$ cat src/rtl/clk_monitor.sv
// clk_monitor: measures period, high time and low time of an asynchronous
// clock-like input in system clock cycles, with a sticky stuck detector.
module clk_monitor #(
  parameter int CNT_W       = 16,
  parameter int SYNC_STAGES = 2
) (
  input  logic             clk,
  input  logic             rst_n,
  input  logic             sig_in,
  input  logic             meas_en,
  output logic [CNT_W-1:0] period,
  output logic [CNT_W-1:0] high_time,
  output logic [CNT_W-1:0] low_time,
  output logic             meas_valid,
  output logic             stuck
);

  typedef enum logic [1:0] {
    IDLE    = 2'd0,
    ARM     = 2'd1,
    MEASURE = 2'd2
  } state_e;

  localparam logic [CNT_W-1:0] CNT_MAX  = {CNT_W{1'b1}};
  localparam logic [CNT_W-1:0] CNT_ONE  = {{(CNT_W-1){1'b0}}, 1'b1};
  localparam logic [CNT_W-1:0] CNT_ZERO = {CNT_W{1'b0}};

  state_e state_q, state_d;

  logic [SYNC_STAGES-1:0] sync_q;
  logic                   edge_q;
  logic                   rise_s;
  logic                   fall_s;
  logic                   sync_last_s;

  logic [CNT_W-1:0] cnt_q, cnt_d;
  logic [CNT_W-1:0] high_q, high_d;
  logic             fall_seen_q, fall_seen_d;
  logic [CNT_W-1:0] period_q, period_d;
  logic [CNT_W-1:0] high_time_q, high_time_d;
  logic [CNT_W-1:0] low_time_q, low_time_d;
  logic             valid_q, valid_d;
  logic             stuck_q, stuck_d;

  logic active_s;
  logic measuring_s;
  logic cnt_sat_s;
  logic update_s;

  // Synchronizer chain plus one delay flop for edge detection.
  always_ff @(posedge clk or negedge rst_n) begin
    if (!rst_n) begin
      sync_q <= {SYNC_STAGES{1'b0}};
      edge_q <= 1'b0;
    end else begin
      sync_q <= {sync_q[SYNC_STAGES-2:0], sig_in};
      edge_q <= sync_q[SYNC_STAGES-1];
    end
  end

  assign sync_last_s = sync_q[SYNC_STAGES-1];
  assign rise_s      = sync_last_s & ~edge_q;
  assign fall_s      = ~sync_last_s & edge_q;

  // The counter is about to reach its ceiling without a fresh rising edge.
  assign cnt_sat_s = ~rise_s & (cnt_q >= (CNT_MAX - CNT_ONE));

  // FSM state register.
  always_ff @(posedge clk or negedge rst_n) begin
    if (!rst_n) begin
      state_q <= IDLE;
    end else begin
      state_q <= state_d;
    end
  end

  // FSM next-state logic; a low enable overrides every transition.
  always_comb begin
    state_d = state_q;
    if (!meas_en) begin
      state_d = IDLE;
    end else begin
      case (state_q)
        IDLE: begin
          state_d = ARM;
        end
        ARM: begin
          if (rise_s) begin
            state_d = MEASURE;
          end else begin
            state_d = ARM;
          end
        end
        MEASURE: begin
          if (cnt_sat_s) begin
            state_d = ARM;
          end else begin
            state_d = MEASURE;
          end
        end
        default: begin
          state_d = IDLE;
        end
      endcase
    end
  end

  // FSM output decode.
  always_comb begin
    active_s    = 1'b0;
    measuring_s = 1'b0;
    case (state_q)
      IDLE: begin
        active_s    = 1'b0;
        measuring_s = 1'b0;
      end
      ARM: begin
        active_s    = 1'b1;
        measuring_s = 1'b0;
      end
      MEASURE: begin
        active_s    = 1'b1;
        measuring_s = 1'b1;
      end
      default: begin
        active_s    = 1'b0;
        measuring_s = 1'b0;
      end
    endcase
  end

  // A measurement completes only on a rise that closes a full high+low cycle.
  assign update_s = meas_en & measuring_s & rise_s & fall_seen_q;

  // Datapath next-state: cycle counter, high capture, results and flags.
  always_comb begin
    cnt_d       = cnt_q;
    high_d      = high_q;
    fall_seen_d = fall_seen_q;
    period_d    = period_q;
    high_time_d = high_time_q;
    low_time_d  = low_time_q;
    valid_d     = 1'b0;
    stuck_d     = stuck_q;

    if (!meas_en || !active_s) begin
      cnt_d = CNT_ZERO;
    end else if (rise_s) begin
      cnt_d = CNT_ONE;
    end else if (cnt_q == CNT_MAX) begin
      cnt_d = CNT_MAX;
    end else begin
      cnt_d = cnt_q + CNT_ONE;
    end

    if (!meas_en || rise_s) begin
      fall_seen_d = 1'b0;
    end else if (measuring_s && fall_s) begin
      fall_seen_d = 1'b1;
    end else begin
      fall_seen_d = fall_seen_q;
    end

    if (meas_en && measuring_s && fall_s) begin
      high_d = cnt_q;
    end else begin
      high_d = high_q;
    end

    // high_q is always below cnt_q here, so the subtraction cannot wrap.
    if (update_s) begin
      period_d    = cnt_q;
      high_time_d = high_q;
      low_time_d  = cnt_q - high_q;
      valid_d     = 1'b1;
    end else begin
      valid_d     = 1'b0;
    end

    if (!meas_en || update_s) begin
      stuck_d = 1'b0;
    end else if (active_s && cnt_sat_s) begin
      stuck_d = 1'b1;
    end else begin
      stuck_d = stuck_q;
    end
  end

  // Datapath registers.
  always_ff @(posedge clk or negedge rst_n) begin
    if (!rst_n) begin
      cnt_q       <= CNT_ZERO;
      high_q      <= CNT_ZERO;
      fall_seen_q <= 1'b0;
      period_q    <= CNT_ZERO;
      high_time_q <= CNT_ZERO;
      low_time_q  <= CNT_ZERO;
      valid_q     <= 1'b0;
      stuck_q     <= 1'b0;
    end else begin
      cnt_q       <= cnt_d;
      high_q      <= high_d;
      fall_seen_q <= fall_seen_d;
      period_q    <= period_d;
      high_time_q <= high_time_d;
      low_time_q  <= low_time_d;
      valid_q     <= valid_d;
      stuck_q     <= stuck_d;
    end
  end

  assign period     = period_q;
  assign high_time  = high_time_q;
  assign low_time   = low_time_q;
  assign meas_valid = valid_q;
  assign stuck      = stuck_q;

endmodule
$ cat config.mk
export PLATFORM = sky130hd
export DESIGN_NAME = clk_monitor
export DESIGN_NICKNAME = d
export VERILOG_FILES = /design/src/rtl/clk_monitor.sv
export SDC_FILE = /design/constraint.sdc
export NUM_CORES = 1
export LEC_CHECK = 0
export BUFFER_PORTS_ARGS = -buffer_cell sky130_fd_sc_hd__buf_2
export CAP_MARGIN = 10
export CORE_ASPECT_RATIO = 1.2
export CORE_MARGIN = 10
export CORE_UTILIZATION = 52
export DETAILED_ROUTE_END_ITERATION = 10
export PLACE_DENSITY = 0.76
export SKIP_CTS_REPAIR_TIMING = 1
export SYNTH_ARGS = -nofsm -noshare
export SYNTH_HDL_FRONTEND = slang
export SYNTH_SLANG_ARGS = --single-unit
$ cat constraint.sdc
create_clock -name clk -period 2.2 [get_ports clk]
set_input_delay 0.11 -clock clk [delete_from_list [all_inputs] [get_ports clk]]
set_output_delay 0.11 -clock clk [all_outputs]
set_load 0.1 [all_outputs]
==> flow_metrics.env, run 1 <==
export IMPL_die_area_sq_um=12390
export IMPL_critPathRequiredTime_ns=2.45
export IMPL_synth_area_sq_um=4329
export IMPL_antenna_left=0
export IMPL_finalPower_mw=2.931
export IMPL_min_path_type="in -> reg"
export IMPL_yosysWarnings=0
export IMPL_dp_cells=597
export IMPL_yosysMostFrequentCell="nand2_1"
export IMPL_criticalPathCategory="reg -> reg"
export IMPL_grt_pass1_wl_um=16180
export IMPL_max_freq_mhz=477.3
export IMPL_maxSlewHeadroom_pct=57.80
export IMPL_n_antenna_cell=0
export IMPL_grt_max_degree=49
export IMPL_start_util_pct=53.40
export IMPL_maxCapViolations=0
export IMPL_port_buffers=53
export IMPL_vias=3346
export IMPL_nets=544
export IMPL_fin_crit_ns=2.095
export IMPL_startpoint_type="flop"
export IMPL_overflow=0
export IMPL_leakage_nw=2.624
export IMPL_ys_ff_latch=88
export IMPL_die_w_um=103.3
export IMPL_clock_latency_ns=0.37
export IMPL_cts_buffers=9
export IMPL_timing_final_hold_violations=0
export IMPL_yosys_area_top_type_share_pct=50.87
export IMPL_tightest_slew_ns=0.6312
export IMPL_fin_crit_sh_pct=95.24
export IMPL_cts_tree="done"
export IMPL_final_instance_count_excl_fill=618
export IMPL_post_drt_wl_per_cell_um=15.30
export IMPL_power_density_nw_per_um2=576.2
export IMPL_num_rows=36
export IMPL_synth_edff_count=0
export IMPL_cts_root_buffer="clkbuf_8"
export IMPL_core_sq_um=8108
export IMPL_synth_top_flop_cell="dfrtp_1"
export IMPL_tns_ns=0
export IMPL_totalWireLength_um=9454
export IMPL_cts_max_level=3
export IMPL_syn_avg_cell_area_sq_um=9.750
export IMPL_async_flop_share_pct=100.0
export IMPL_syn_inst=444
export IMPL_ys_types=52
export IMPL_grt_total_usage_pct=16.05
export IMPL_fp_dieH_um=120.0
export IMPL_post_route_drc_count=0
export IMPL_peakVddDrop_v=0.0003639
export IMPL_path_max_fanout=4
export IMPL_synth_area_leaders="dfrtp_1 51%, nand2_1 8.2%, ha_1 6.1%"
export IMPL_first_iter_violations=141
export IMPL_first_pass_iters=4
export IMPL_cp_end_kind="flop"
export IMPL_ios=54
export IMPL_vias_per_cell=5.414
export IMPL_skew_ns=0.008045
export IMPL_setup_viol=0
export IMPL_yosysTopAreaCell="dfrtp_1"
export IMPL_antenna_found_initial=0
export IMPL_synth_seq_area_share_pct=50.87
export IMPL_fill_cells=705
export IMPL_grt_pass1_vias=3308
export IMPL_worstPathArrival_ns=2.35
export IMPL_gp_congestion=0.8280
export IMPL_cts_buffer_depth=2
export IMPL_drv_slew=0
export IMPL_synth_top_cells_by_count="94 x nand2_1, 88 x dfrtp_1, 40 x o21ai_0"
export IMPL_outcome="complete, no violations"
export IMPL_synth_nets=470
export IMPL_clock_sinks=88
export IMPL_drive_gt1_share_pct=23.52
export IMPL_rsz0062_at_grt="true"
export IMPL_path_clk_slew_ns=0.09
export IMPL_area_growth_pct=17.49
export IMPL_dpl_hpwl_um=6855
-- where the power goes --
part / total (mW) / internal, mW / switching (mW) / leakage [nW]
Clock: 1.15 / 0.562 / 0.587 / 0.101
Sequential: 1.63 / 1.63 / 0.00733 / 1.22
Combinational: 0.149 / 0.0602 / 0.0892 / 1.30
Total: 2.93 / 2.25 / 0.684 / 2.62
-- layout make-up --
cell class / count / area, sq um / share of cell area (%)
multi-input cells: 313 / 1962 / 38.57
flip-flops and latches: 88 / 2202 / 43.30
repair buffers: 82 / 515.5 / 10.14
clock buffers: 12 / 145.1 / 2.854
inverters: 24 / 90.09 / 1.771
clock inverters: 4 / 52.55 / 1.033
well taps: 95 / 118.9 / 2.337
-- layer usage --
| layer | wire [um] | part of all wire, % | vias to the layer above | GRT usage [%] |
|---|---|---|---|---|
| li1 | - | - | 1670 | - |
| met1 | 4399 | 47 | 1605 | 21.33 |
| met2 | 4458 | 47 | 60 | 25.05 |
| met3 | 429 | 4.5 | 11 | 2.985 |
| met4 | 166 | 1.8 | 0 | 6.533 |
| met5 | 0 | 0 | - | 0 |
-- final timing paths --
kind                                 end  cells after the start  slack [ns]  startpoint
setup / recovery            low_time[13]                      8        0.10   high_q[2]
hold / removal                     stuck                      3       0.003     meas_en
setup reg to reg            low_time[13]                      8        0.10   high_q[2]
hold reg to reg                sync_q[1]                      0        0.36   sync_q[0]
max in group asynchronous  high_time[14]                      3        1.29       rst_n
min in group asynchronous    fall_seen_q                      2        0.27       rst_n
-- placed cells by master (no fill, tap or decap), drive strengths merged, types with 2 or more instances in the layout --
cell | netlist | routed
and3 | 6 | 6
a211oi | 5 | 5
and2 | 2 | 2
ha | 21 | 21
nor3 | 8 | 8
nand3 | 14 | 14
xor2 | 7 | 7
a21oi | 23 | 23
nand4 | 7 | 7
o21ai | 40 | 40
dlygate4sd3 | 0 | 2
nand2b | 7 | 7
nor2 | 17 | 17
a221oi | 2 | 2
o21bai | 4 | 4
o31ai | 3 | 3
mux2i | 4 | 4
nand2 | 94 | 94
a311oi | 2 | 2
clkinv | 0 | 2
a21o | 2 | 2
dfrtp | 88 | 88
buf | 10 | 80
a31oi | 6 | 6
inv | 24 | 25
clkbuf | 8 | 12
xnor2 | 10 | 10
mux2 | 13 | 13
-- worst max-delay path, cell delays in order (launching register included) --
cell and delay [ns]:
dfrtp_1 0.35, inv_1 0.08, ha_2 0.40, o21ai_0 0.12, a21oi_2 0.20, o21ai_0 0.16
a2111oi_2 0.39, mux2i_1 0.24, nand2_1 0.07
-- sequential cells by signal, summed over array words and instances, names as in the netlist --
register     cells
cnt_q           16
high_q          16
high_time       16
low_time        16
period          16
state_q          2
sync_q           2
edge_q           1
fall_seen_q      1
meas_valid       1
stuck            1
-- cell families after synthesis --
| group | synth area share, % |
|---|---|
| compound gates | 13.24 |
| xor+xnor | 3.439 |
| fa+ha+maj | 6.532 |
| buf+inv | 4.191 |
| flops | 50.87 |
| mux | 4.306 |
| simple gates | 17.43 |
-- metrics by stage --
stage	setup WS, ns	hold slack, ns	utilization [%]	instance area [sq um]
5_1_grt	-0.04748	0.02800	62.73	5086
6_report	0.1047	0.003157	62.73	5086
3_5_place_dp	0.03907	0.1628	59.57	4830
3_3_place_gp	0.09436	0.1557	59.57	4830
4_1_cts	0.01795	-0.2469	62.01	5027
2_1_floorplan	0.09900	-0.1856	-	4329
(Power assumes the default switching activity.)
==> run 2, diff against run 1 <==
--- a/config.mk
+++ b/config.mk
@@ -11,6 +11,7 @@
 export CORE_MARGIN = 10
 export CORE_UTILIZATION = 52
 export DETAILED_ROUTE_END_ITERATION = 10
+export MAX_ROUTING_LAYER = met4
 export PLACE_DENSITY = 0.76
 export SKIP_CTS_REPAIR_TIMING = 1
 export SYNTH_ARGS = -nofsm -noshare
==> flow_metrics.env, run 2 (synthesized netlist as in run 1, its figures left out) <==
export IMPL_die_area_sq_um=12390
export IMPL_maxCapViolations=0
export IMPL_gp_congestion=0.8428
export IMPL_peakVddDrop_v=0.0004069
export IMPL_cts_root_buffer="clkbuf_8"
export IMPL_tightest_slew_ns=0.6178
export IMPL_startpoint_type="flop"
export IMPL_reg2reg_to="low_time[12]"
export IMPL_final_common_cell="nand2_1"
export IMPL_clock_sinks=88
export IMPL_first_pass_iters=6
export IMPL_fin_crit_ns=2.095
export IMPL_cts_max_level=3
export IMPL_endpoint="low_time[12]"
export IMPL_net_switching_power_mw=0.6508
export IMPL_dpl_hpwl_um=7185
export IMPL_power_clock_fraction_pct=39.5
export IMPL_seqPwrFrac_pct=55.4
export IMPL_worstPathArrival_ns=2.40
export IMPL_power_density_nw_per_um2=578.0
export IMPL_post_route_drc_count=0
export IMPL_core_sq_um=8108
export IMPL_port_buffers=53
export IMPL_post_drt_wl_per_cell_um=15.64
export IMPL_critPathRequiredTime_ns=2.50
export IMPL_antenna_left=0
export IMPL_fin_crit_sh_pct=95.24
export IMPL_overflow=0
export IMPL_timing_final_hold_violations=0
export IMPL_r2r_start="cnt_q[3]"
export IMPL_outcome="complete, no violations"
export IMPL_max_freq_mhz=477.2
export IMPL_grt_total_usage_pct=17.03
export IMPL_area_growth_pct=17.86
export IMPL_grt_pass1_vias=3305
export IMPL_path_clk_slew_ns=0.08
export IMPL_rrSetupSlack_ns=0.10
export IMPL_nets=543
export IMPL_cts_buffer_depth=2
export IMPL_most_common_layout_cells="94 x nand2_1, 88 x dfrtp_1, 52 x buf_2"
export IMPL_timing_hold_ws_ns=0.007990
export IMPL_swShare_pct=22.07
export IMPL_num_rows=36
export IMPL_p_int_mw=2.298
export IMPL_n_antenna_cell=0
export IMPL_setup_viol=0
export IMPL_rsz0062_at_grt="true"
export IMPL_worst_slack_ns=0.1046
export IMPL_totalWireLength_um=9637
export IMPL_worstHoldStart="meas_en"
export IMPL_min_path_type="in -> reg"
export IMPL_vias_per_cell=5.341
export IMPL_worstSetupStartpoint="cnt_q[3]"
export IMPL_start_util_pct=53.40
export IMPL_maxSlewHeadroom_pct=58.81
export IMPL_vias=3290
export IMPL_drive_gt1_share_pct=23.42
export IMPL_cts_buffers=9
export IMPL_fp_dieH_um=120.0
export IMPL_antenna_found_initial=0
export IMPL_clock_latency_ns=0.37
export IMPL_ios=54
export IMPL_dpl_worst_slack_ns=0.05418
export IMPL_first_iter_violations=173
export IMPL_drv_slew=0
export IMPL_p_comb_share_pct=5.1
export IMPL_register_area_sq_um=2202
export IMPL_grt_max_degree=49
export IMPL_die_w_um=103.3
export IMPL_dp_cells=597
export IMPL_fill_cells=685
export IMPL_path_max_fanout=4
export IMPL_reg2reg_depth=8
export IMPL_multi_input_area_sq_um=1977
export IMPL_criticalPathCategory="reg -> reg"
export IMPL_leakage_nw=2.621
export IMPL_skew_ns=0.005840
export IMPL_cp_end_kind="flop"
export IMPL_cts_tree="done"
export IMPL_final_instance_count_excl_fill=616
export IMPL_grt_pass1_wl_um=16420
-- run 2: cell count changes in the layout (fill, tap and decap cells not counted), sizes merged --
cell	delta
buf	-1
clkbuf	+1
clkinv	-2
inv	-1
clkinvlp	+1
-- run 2: worst min-delay path by stage --
stage | to | slack [ns] | cells after the start
final | stuck | 0.008 | 3
after global placement | sync_q[0] | 0.16 | 1
after floorplan | cnt_q[0] | -0.19 | 0
after detailed placement | edge_q | 0.17 | 1
after CTS | edge_q | -0.23 | 1
after global routing | stuck | 0.03 | 3
-- run 2: layout make-up --
cell class                 instances  share of cell area [%]
clock buffer                      13                   3.310
clock inverter                     2                  0.7357
inverter                          24                   1.766
multi-input combinational        313                   38.74
sequential                        88                   43.16
tap                               95                   2.330
timing repair buffer              81                   9.956
-- run 2: worst max-delay path: stages (launching register included) --
cell and delay [ns]:
dfrtp_1 0.39, ha_1 0.34, o211ai_1 0.32, a21oi_4 0.06
a211oi_4 0.24, o31ai_2 0.08, buf_4 0.15, or3_1 0.35
nand3_1 0.09
-- run 2: through the flow --
stage,area (sq um),total power [mW],utilization (%),TNS (ns)
finish,5102,2.949,62.93,0
global route,5102,3.072,62.93,-0.1066
CTS,5036,2.971,62.11,0
detailed placement,4830,1.810,59.57,0
global placement,4830,1.802,59.57,0
floorplan,4329,1.734,-,0
-- run 2: layer usage --
metal  global-route usage, %  routed length, um  part of all wire, %  vias to the layer above
met1                   22.38               4569                   47                     1549
li1                        -                  -                    -                     1664
met5                       -                  0                    0                        -
met3                   3.617                400                  4.2                       10
met2                   25.13               4586                   48                       67
met4                   6.533                 80                 0.83                        0
-- run 2: power groups by stage --
| stage | registers, mW | logic [mW] | clock network (mW) |
|---|---|---|---|
| floorplan | 1.67 | 0.0685 | 0 |
| global placement | 1.66 | 0.138 | 0 |
| detailed placement | 1.67 | 0.144 | 0 |
| CTS | 1.63 | 0.144 | 1.19 |
| global route | 1.64 | 0.170 | 1.27 |
| finish | 1.63 | 0.151 | 1.16 |
